### src/rtl/rx_mac_buffer_writer_pkg.sv
// Shared constants, FSM encoding and length-header layout for the RX MAC buffer writer.
`ifndef BF
`define BF 9
`endif

package rx_mac_buffer_writer_pkg;

  localparam int unsigned RX_BUF_AW       = `BF + 1;
  localparam logic [15:0] RX_MAX_LEN      = 16'd9216;
  localparam int unsigned LEN_HDR_LEN_MSB = 15;

  typedef enum logic [5:0] {
    StIdle   = 6'b000001,
    StData   = 6'b000010,
    StHdr    = 6'b000100,
    StCommit = 6'b001000,
    StDrop   = 6'b010000,
    StRewind = 6'b100000
  } wr_state_e;

  function automatic logic [63:0] len_header(input logic [LEN_HDR_LEN_MSB:0] len);
    logic [63:0] hdr;
    hdr = '0;
    hdr[LEN_HDR_LEN_MSB:0] = len;
    return hdr;
  endfunction

endpackage

### src/rtl/rx_mac_buffer_writer_popcount.sv
// Decodes contiguous-from-bit-0 MAC byte enables into a byte count 0..8.
module rx_byte_popcount (
  input  logic [7:0] byte_en,
  output logic [3:0] count
);

  logic legal;

  always_comb begin
    count = 4'd0;
    legal = 1'b1;
    case (byte_en)
      8'h00:   count = 4'd0;
      8'h01:   count = 4'd1;
      8'h03:   count = 4'd2;
      8'h07:   count = 4'd3;
      8'h0F:   count = 4'd4;
      8'h1F:   count = 4'd5;
      8'h3F:   count = 4'd6;
      8'h7F:   count = 4'd7;
      8'hFF:   count = 4'd8;
      default: legal = 1'b0;
    endcase
  end

  // Holes in the enables are a MAC protocol violation; they count as no bytes.
  always_comb begin
    contiguous_enables: assert (legal);
  end

endmodule

### src/rtl/rx_mac_buffer_writer.sv
// Writes MAC RX frames into the packet ring behind a length header; commits good frames only.
module rx_mac_buffer_writer
  import rx_mac_buffer_writer_pkg::*;
#(
  parameter int unsigned BUF_AW  = RX_BUF_AW,
  parameter logic [15:0] MAX_LEN = RX_MAX_LEN
) (
  input  logic              clk,
  input  logic              reset_n,
  input  logic [63:0]       rx_data,
  input  logic [7:0]        rx_data_valid,
  input  logic              rx_good_frame,
  input  logic              rx_bad_frame,
  input  logic [BUF_AW-1:0] commited_rd_address,
  output logic [BUF_AW-1:0] wr_addr,
  output logic [63:0]       wr_data,
  output logic              wr_en,
  output logic [BUF_AW-1:0] commited_wr_address,
  output logic [31:0]       dropped_frames
);

  wr_state_e         state;
  logic [BUF_AW-1:0] hdr_addr;
  logic [BUF_AW-1:0] cursor;
  logic [15:0]       byte_cnt;

  logic [3:0]        beat_bytes;
  logic [BUF_AW-1:0] full_addr;
  logic [16:0]       len_next;
  logic              beat;
  logic              len_over;
  logic              end_pulse;
  logic              rewind_go;

  rx_byte_popcount u_popcount (
    .byte_en (rx_data_valid),
    .count   (beat_bytes)
  );

  // Writing at full_addr would make a full ring indistinguishable from an empty one.
  assign full_addr = commited_rd_address - BUF_AW'(1);
  assign beat      = |rx_data_valid;
  assign len_next  = {1'b0, byte_cnt} + {13'b0, beat_bytes};
  assign len_over  = len_next > {1'b0, MAX_LEN};
  assign end_pulse = rx_good_frame | rx_bad_frame;
  assign rewind_go = ((state == StData) && !rx_good_frame && rx_bad_frame) ||
                     ((state == StDrop) && end_pulse);

  always_ff @(posedge clk or negedge reset_n) begin
    if (!reset_n) begin
      state               <= StIdle;
      wr_en               <= 1'b0;
      wr_addr             <= '0;
      wr_data             <= '0;
      commited_wr_address <= '0;
      dropped_frames      <= '0;
      hdr_addr            <= '0;
      cursor              <= '0;
      byte_cnt            <= '0;
    end else begin
      wr_en <= 1'b0;
      unique case (state)
        StIdle: begin
          if (beat) begin
            hdr_addr <= commited_wr_address;
            byte_cnt <= len_next[15:0];
            if (commited_wr_address == full_addr ||
                commited_wr_address + BUF_AW'(1) == full_addr || len_over) begin
              state <= StDrop;
            end else begin
              wr_en   <= 1'b1;
              wr_addr <= commited_wr_address + BUF_AW'(1);
              wr_data <= rx_data;
              cursor  <= commited_wr_address + BUF_AW'(2);
              state   <= StData;
            end
          end
        end
        StData: begin
          if (rx_good_frame) begin
            wr_en   <= 1'b1;
            wr_addr <= hdr_addr;
            wr_data <= len_header(byte_cnt);
            state   <= StHdr;
          end else if (rx_bad_frame) begin
            state <= StRewind;
          end else if (beat) begin
            if (cursor == full_addr || len_over) begin
              state <= StDrop;
            end else begin
              wr_en    <= 1'b1;
              wr_addr  <= cursor;
              wr_data  <= rx_data;
              cursor   <= cursor + BUF_AW'(1);
              byte_cnt <= len_next[15:0];
            end
          end
        end
        StHdr: begin
          // The header is in the ring now, so the frame can be exposed.
          commited_wr_address <= cursor;
          byte_cnt            <= '0;
          state               <= StCommit;
        end
        StCommit: state <= StIdle;
        StDrop: begin
          if (end_pulse) state <= StRewind;
        end
        StRewind: state <= StIdle;
        default:  state <= StIdle;
      endcase

      if (rewind_go) begin
        if (dropped_frames != 32'hFFFF_FFFF) dropped_frames <= dropped_frames + 32'd1;
        cursor   <= commited_wr_address;
        byte_cnt <= '0;
      end
    end
  end

endmodule
### config.mk
export PLATFORM = sky130hd
export DESIGN_NAME = rx_mac_buffer_writer
export DESIGN_NICKNAME = d
export VERILOG_FILES = /design/src/rtl/rx_mac_buffer_writer_pkg.sv /design/src/rtl/rx_mac_buffer_writer_popcount.sv /design/src/rtl/rx_mac_buffer_writer.sv
export SDC_FILE = /design/constraint.sdc
export NUM_CORES = 1
export LEC_CHECK = 0
export ABC_AREA = 0
export BUFFER_PORTS_ARGS = -buffer_cell sky130_fd_sc_hd__buf_2
export CORE_MARGIN = 3
export CORE_UTILIZATION = 50
export CTS_BUF_LIST = sky130_fd_sc_hd__clkbuf_8
export CTS_CLUSTER_SIZE = 10
export DETAILED_ROUTE_END_ITERATION = 7
export GPL_TIMING_DRIVEN = 1
export PLACE_DENSITY = 0.81
export SKIP_LAST_GASP = 1
export SYNTH_ARGS = -nofsm -noshare
export SYNTH_HDL_FRONTEND = slang
export SYNTH_SLANG_ARGS = --single-unit
### constraint.sdc
create_clock -name clk -period 4.6 [get_ports clk]
set_clock_uncertainty 0.1 [all_clocks]
set_input_delay 0.46 -clock clk [delete_from_list [all_inputs] [get_ports clk]]
set_output_delay 0.46 -clock clk [all_outputs]
set_load 0.05 [all_outputs]
==> impl_metrics.env, run 1 <==
export IMPL_status="finished, final reports clean"
export IMPL_cts_made_buffers=17
export IMPL_avgSynthCellArea_um2=9.81
export IMPL_critical_path_arrival_ns=4.09
export IMPL_grt_pass1_wl_um=39000
export IMPL_final_cell_mix="buf_2, dfrtp_1, nand2_1"
export IMPL_multi_input_area_um2=4750
export IMPL_leakagePower_nw=5.24
export IMPL_worstMarginPinSlew_ns=0.844
export IMPL_layout_commonest_cell="buf_2"
export IMPL_dieArea_um2=19800
export IMPL_cts_setup_buffers=0
export IMPL_slowest_delay_ns=0.51
export IMPL_grt_pass1_vias=7697
export IMPL_regArea_um2=3980
export IMPL_antenna_cells=0
export IMPL_crit_chain="buf_2, nand4_1, or2_2, o22ai_1, ha_1, fa_1, a211oi_1, nor3_1, nand3_1, xor2_1, a31oi_1, a211oi_1, buf_4, o211ai_4, buf_12, mux2i_1, o2111ai_1"
export IMPL_fill_cells=1495
export IMPL_post_route_period_util=0.840
export IMPL_fin_hold_ws_ns=0.0115
export IMPL_drv_cap=0
export IMPL_rows=48
export IMPL_total_power_mw=7.48
export IMPL_core_area_um2=17500
export IMPL_clkSlewWorstSetupHoldPaths_ns=0.10
export IMPL_seq_area_frac_synth=0.438
export IMPL_synth_area_um2=9090
export IMPL_fin_tns_setup_ns=0
export IMPL_final_nets=1200
export IMPL_hold_buffers=0
export IMPL_syn_instance_count=927
export IMPL_async_reset_ff_frac=1.00
export IMPL_drt_iter0_drc=673
export IMPL_peakVddDrop_v=0.000597
export IMPL_cp_num_buf_inv=3
export IMPL_die_h_um=141
export IMPL_grt_max_degree=160
export IMPL_synth_nets=1023
export IMPL_wl_per_cell_um=17.7
export IMPL_hpwl_um=17100
export IMPL_crit_type="input port to flip-flop"
export IMPL_maxSlewHeadroom=0.437
export IMPL_route_vias_total=7739
export IMPL_cts_root_buf="clkbuf_8"
export IMPL_antenna_left=0
export IMPL_reg2reg_slack_ns=0.76
export IMPL_die_w_um=141
export IMPL_cts_sinks=159
export IMPL_startpoint_type="input port"
export IMPL_initial_core_util=0.518
export IMPL_setup_violations=0
export IMPL_final_area_um2=10600
export IMPL_rsz0062_at_grt="false"
export IMPL_cts_resized_gates=0
export IMPL_critPathSlowestCell="o211ai_4"
export IMPL_placed_area_um2=10200
export IMPL_viasPerCell=5.77
export IMPL_crit_family="compound AO/OA/AOI/OAI gates"
export IMPL_drt_wl_total_um=23700
export IMPL_grtUsageTotal=0.241
export IMPL_io_pins=203
export IMPL_worst_path_max_fanout=36
export IMPL_final_layout_size_suffix_gt1_frac=0.267
export IMPL_clock_latency_ns=0.46
export IMPL_ys_warn_count=0
export IMPL_ys_types=80
export IMPL_drc=0
export IMPL_ys_flop_type="dfrtp_1"
export IMPL_end_kind="flip-flop"
export IMPL_hp_class="input port to async pin"
export IMPL_place_gp_congestion=0.909
export IMPL_dr_pass1_iters=6
export IMPL_final_max_slew_viol_count=0
export IMPL_max_freq_mhz=259
export IMPL_antenna_found_initial=0
export IMPL_p_per_area_nw_per_um2=704
export IMPL_synth_edf_count=0
export IMPL_synth_seq_cells=159
export IMPL_required_ns=4.83
export IMPL_grt_ovfl_total=0
export IMPL_hold_viol=0
export IMPL_cts_htree_levels=4
export IMPL_dp_cells=1310
export IMPL_layout_min_cycle_time_ns=3.86
export IMPL_layout_cells_non_filler=1342
export IMPL_cts_tree="done"
export IMPL_clk_path_buf_depth=2
export IMPL_io_buffers=202
export IMPL_cpMostUsedCell="a211oi_1"
export IMPL_syn_to_final_growth_pct=16.8
==> power by group <==
part	switching (mW)	total, mW	internal (mW)
Sequential	0.438	2.32	1.88
Combinational	2.79	4.15	1.35
Clock	0.612	1.01	0.402
Total	3.84	7.48	3.63
==> metrics by stage <==
stage	util	setup slack, ns
3_5_place_dp	0.584	0.340
4_1_cts	0.606	0.754
2_1_floorplan	-	0.729
6_report	0.606	0.737
3_3_place_gp	0.584	0.425
5_1_grt	0.606	0.244
==> sequential cells by signal (all words and copies together) (netlist names) <==
register and flops:
wr_addr 10, cursor 10, hdr_addr 10, wr_en 1
dropped_frames 32, wr_data 64, commited_wr_address 10, byte_cnt 16
state 6
==> logic make-up (layout without fill, tap and decap cells) <==
family / after synthesis / after routing / synth area share
AND/OR/NAND/NOR: 340 / 340 / 0.185
adder cells (fa/ha/maj): 10 / 10 / 0.0146
buffers and inverters: 77 / 267 / 0.0403
flip-flops: 159 / 159 / 0.438
AO/OA/AOI/OAI: 157 / 157 / 0.123
multiplexers: 98 / 98 / 0.111
XOR/XNOR: 86 / 86 / 0.0884
==> synthesized netlist by cell type, drive strengths merged, types with 8 or more instances <==
cell / instances / share of area
nand4: 16 / 0.011
and3: 12 / 0.0083
buf: 18 / 0.016
dfrtp: 158 / 0.43
inv: 20 / 0.0083
mux2i: 73 / 0.080
xor2: 27 / 0.026
mux2: 25 / 0.031
ha: 9 / 0.012
a211o: 8 / 0.0077
clkbuf: 39 / 0.016
a21oi: 22 / 0.013
nand3: 31 / 0.017
nand2: 99 / 0.042
nor2: 95 / 0.040
o21ai: 49 / 0.029
or3: 8 / 0.0061
nor3: 30 / 0.017
nor4: 10 / 0.010
xnor2: 56 / 0.055
==> worst register-to-register path, delay by kind of cell, from the launching register on <==
family	cells	cell delay, ns
xor gates and xnor gates	2	0.51
and+or+nand+nor	2	0.85
adders and majority gates	1	0.30
buffers and inverters	1	0.33
DFF	1	0.55
muxes	1	0.21
AOI/OAI and AO/OA	4	0.88
==> worst paths after layout <==
kind / from / depth (start not counted) / to
setup / recovery: rx_data_valid[2] / 17 / wr_addr[0]
hold / removal: reset_n / 2 / wr_data[37]
setup reg to reg: commited_wr_address[0] / 11 / wr_addr[0]
hold reg to reg: wr_addr[2] / 1 / wr_addr[2]
max in group asynchronous: reset_n / 2 / commited_wr_address[2]
min in group clk: rx_data[63] / 3 / wr_data[63]
==> metal layers <==
| layer | up-vias | GRT usage | share of wire | wire (um) |
|---|---|---|---|---|
| met3 | 37 | 0.0628 | 0.079 | 1890 |
| met5 | - | 0 | 0 | 0 |
| li1 | 3650 | - | - | - |
| met4 | 0 | 0.0627 | 0.016 | 378 |
| met2 | 321 | 0.397 | 0.48 | 11300 |
| met1 | 3731 | 0.320 | 0.43 | 10200 |
==> layout make-up <==
type | instances | area share
sequential | 159 | 0.375
timing repair buffer | 215 | 0.109
tap | 225 | 0.0265
multi-input combinational | 691 | 0.447
inverter | 20 | 0.00707
clock inverter | 15 | 0.0137
clock buffer | 17 | 0.0220
Power figures use the tool's default switching activity.
==> inputs of run 2 (changes only) <==
==> constraint.sdc (replaced) <==
create_clock -name clk -period 3.83 [get_ports clk]
set_clock_uncertainty 0.1 [all_clocks]
set_input_delay 0.383 -clock clk [delete_from_list [all_inputs] [get_ports clk]]
set_output_delay 0.383 -clock clk [all_outputs]
set_load 0.05 [all_outputs]
==> run 2 against run 1 <==
Compared with the run above: die area did not move; critical path type unchanged; sequential cell count is the same; worst setup slack worse by 0.49 ns; first-iteration DRC count shrank 7.6%; total power increased by 27%; sequential power is 18% higher; global-route usage is 0.57 points higher; cell count grew 4.3%.
==> impl_metrics.env, run 2 (synthesized netlist as in run 1, its figures left out) <==
export IMPL_status="finished, final reports clean"
export IMPL_end_kind="flip-flop"
export IMPL_initial_core_util=0.518
export IMPL_r2r_end="wr_data[40]"
export IMPL_antenna_found_initial=0
export IMPL_total_power_mw=9.47
export IMPL_max_freq_mhz=279
export IMPL_grt_pass1_vias=7877
export IMPL_clock_latency_ns=0.46
export IMPL_hold_viol=0
export IMPL_switching_share=0.493
export IMPL_drt_iter0_drc=622
export IMPL_cts_tree="done"
export IMPL_hpwl_um=18200
export IMPL_final_cell_mix="buf_2, dfrtp_1, nand2_1"
export IMPL_dp_cells=1367
export IMPL_critical_path_arrival_ns=3.84
export IMPL_pwr_share_seq=0.289
export IMPL_hp_class="input port to flip-flop"
export IMPL_top_register="wr_data"
export IMPL_r2r_start="commited_wr_address[1]"
export IMPL_cts_htree_levels=4
export IMPL_grt_pass1_wl_um=39900
export IMPL_antenna_left=0
export IMPL_drt_wl_total_um=24500
export IMPL_drv_cap=0
export IMPL_layout_min_cycle_time_ns=3.58
export IMPL_final_layout_size_suffix_gt1_frac=0.305
export IMPL_startpoint="rx_data_valid[2]"
export IMPL_share_comb_of_total_power=0.569
export IMPL_clkSlewWorstSetupHoldPaths_ns=0.10
export IMPL_p_per_area_nw_per_um2=848
export IMPL_largest_reg_flops=64
export IMPL_die_h_um=141
export IMPL_route_vias_total=7981
export IMPL_dieArea_um2=19800
export IMPL_core_area_um2=17500
export IMPL_layout_cells_non_filler=1400
export IMPL_leakagePower_nw=5.57
export IMPL_final_max_slew_viol_count=0
export IMPL_cts_made_buffers=17
export IMPL_p_int_mw=4.80
export IMPL_drc=0
export IMPL_power_share_clock=0.142
export IMPL_largestRegisters="wr_data: 64 flops, dropped_frames: 32 flops, byte_cnt: 16 flops"
export IMPL_placed_area_um2=10700
export IMPL_cts_root_buf="clkbuf_8"
export IMPL_fin_tns_setup_ns=0
export IMPL_reg2reg_slack_ns=0.25
export IMPL_crit_type="input port to flip-flop"
export IMPL_setup_violations=0
export IMPL_die_w_um=141
export IMPL_peakVddDrop_v=0.000789
export IMPL_wl_per_cell_um=17.5
export IMPL_grt_max_degree=83
export IMPL_required_ns=4.08
export IMPL_worstMarginPinSlew_ns=0.840
export IMPL_layout_commonest_cell="buf_2"
export IMPL_final_area_um2=11200
export IMPL_rsz0062_at_grt="false"
export IMPL_worstSetupEndpoint="byte_cnt[6]"
export IMPL_post_route_period_util=0.935
export IMPL_worst_path_max_fanout=5
export IMPL_grtUsageTotal=0.247
export IMPL_syn_to_final_growth_pct=22.8
export IMPL_io_buffers=202
export IMPL_final_nets=1258
export IMPL_startpoint_type="input port"
export IMPL_viasPerCell=5.70
export IMPL_rows=48
export IMPL_reg2reg_depth=12
export IMPL_antenna_cells=0
export IMPL_maxSlewHeadroom=0.438
export IMPL_io_pins=203
export IMPL_place_gp_congestion=0.898
export IMPL_grt_ovfl_total=0
export IMPL_cts_sinks=159
export IMPL_clk_path_buf_depth=2
export IMPL_dr_pass1_iters=5
export IMPL_p_switching_mw=4.67
-- run 2: cell count changes in the layout (fill, tap and decap cells not counted), sizes merged --
cell,change
clkbuf,+2
clkinv,-1
buf,+57
clkinvlp,-3
dlygate4sd3,+1
bufinv,+2
-- run 2: worst min-delay path by stage --
stage | slack, ns | from | depth (start not counted) | to
after floorplan | -0.01 | reset_n | 0 | byte_cnt[0]
after global placement | 0.37 | reset_n | 1 | wr_data[57]
after detailed placement | 0.37 | wr_addr[2] | 1 | wr_addr[2]
after CTS | 0.02 | rx_data[37] | 3 | wr_data[37]
after global routing | 0.04 | rx_data[17] | 3 | wr_data[17]
final | 0.04 | rx_data[63] | 3 | wr_data[63]
-- run 2: worst max-delay path: stages --
cell and delay (ns):
buf_2 0.11, nand4_1 0.12, or2_2 0.31, o22ai_1 0.25
ha_1 0.29, a21o_1 0.20, a211oi_4 0.33, nor4_1 0.12
xnor2_1 0.34, a31oi_1 0.10, a211oi_1 0.25, o21ai_0 0.27
buf_4 0.21, a221o_1 0.31, a22o_1 0.22
-- run 2: power by group through the flow --
stage	clock network [mW]	logic [mW]	registers [mW]
floorplan	0	2.46	4.19
global placement	0	5.29	2.72
detailed placement	0	5.41	2.74
CTS	1.38	5.41	2.73
global route	1.46	5.75	2.81
finish	1.35	5.39	2.73
-- run 2: repair_timing --
action	in CTS	in global routing
hold buffers	1	0
gates resized for setup	0	5
endpoints found under the setup margin	0	96
buffers inserted	0	0
hold endpoints to repair	80	0
-- run 2: cell type report --
class / instances / area [um^2]
clock inverter: 13 / 165
tap: 225 / 282
sequential: 159 / 3980
inverter: 20 / 75.1
timing repair buffer: 273 / 1630
multi-input combinational: 691 / 4780
fill: 1467 / 6370
clock buffer: 19 / 262
-- run 2: per-layer routing --
metal  routed length (um)  global-route usage  vias to the layer above  part of all wire
met1                10500               0.331                     3837              0.43
li1                     -                   -                     3775                 -
met4                  337              0.0627                        0             0.014
met2                11600               0.400                      341              0.47
met3                 2110              0.0689                       28             0.086
met5                    0                   0                        -                 0
-- run 2: through the flow --
step	util	setup slack, ns	hold slack, ns
2_1_floorplan	-	0.0358	-0.0126
3_3_place_gp	0.611	-0.145	0.371
3_5_place_dp	0.611	-0.235	0.374
4_1_cts	0.635	0.137	0.0227
5_1_grt	0.637	0.0131	0.0445
6_report	0.637	0.247	0.0436
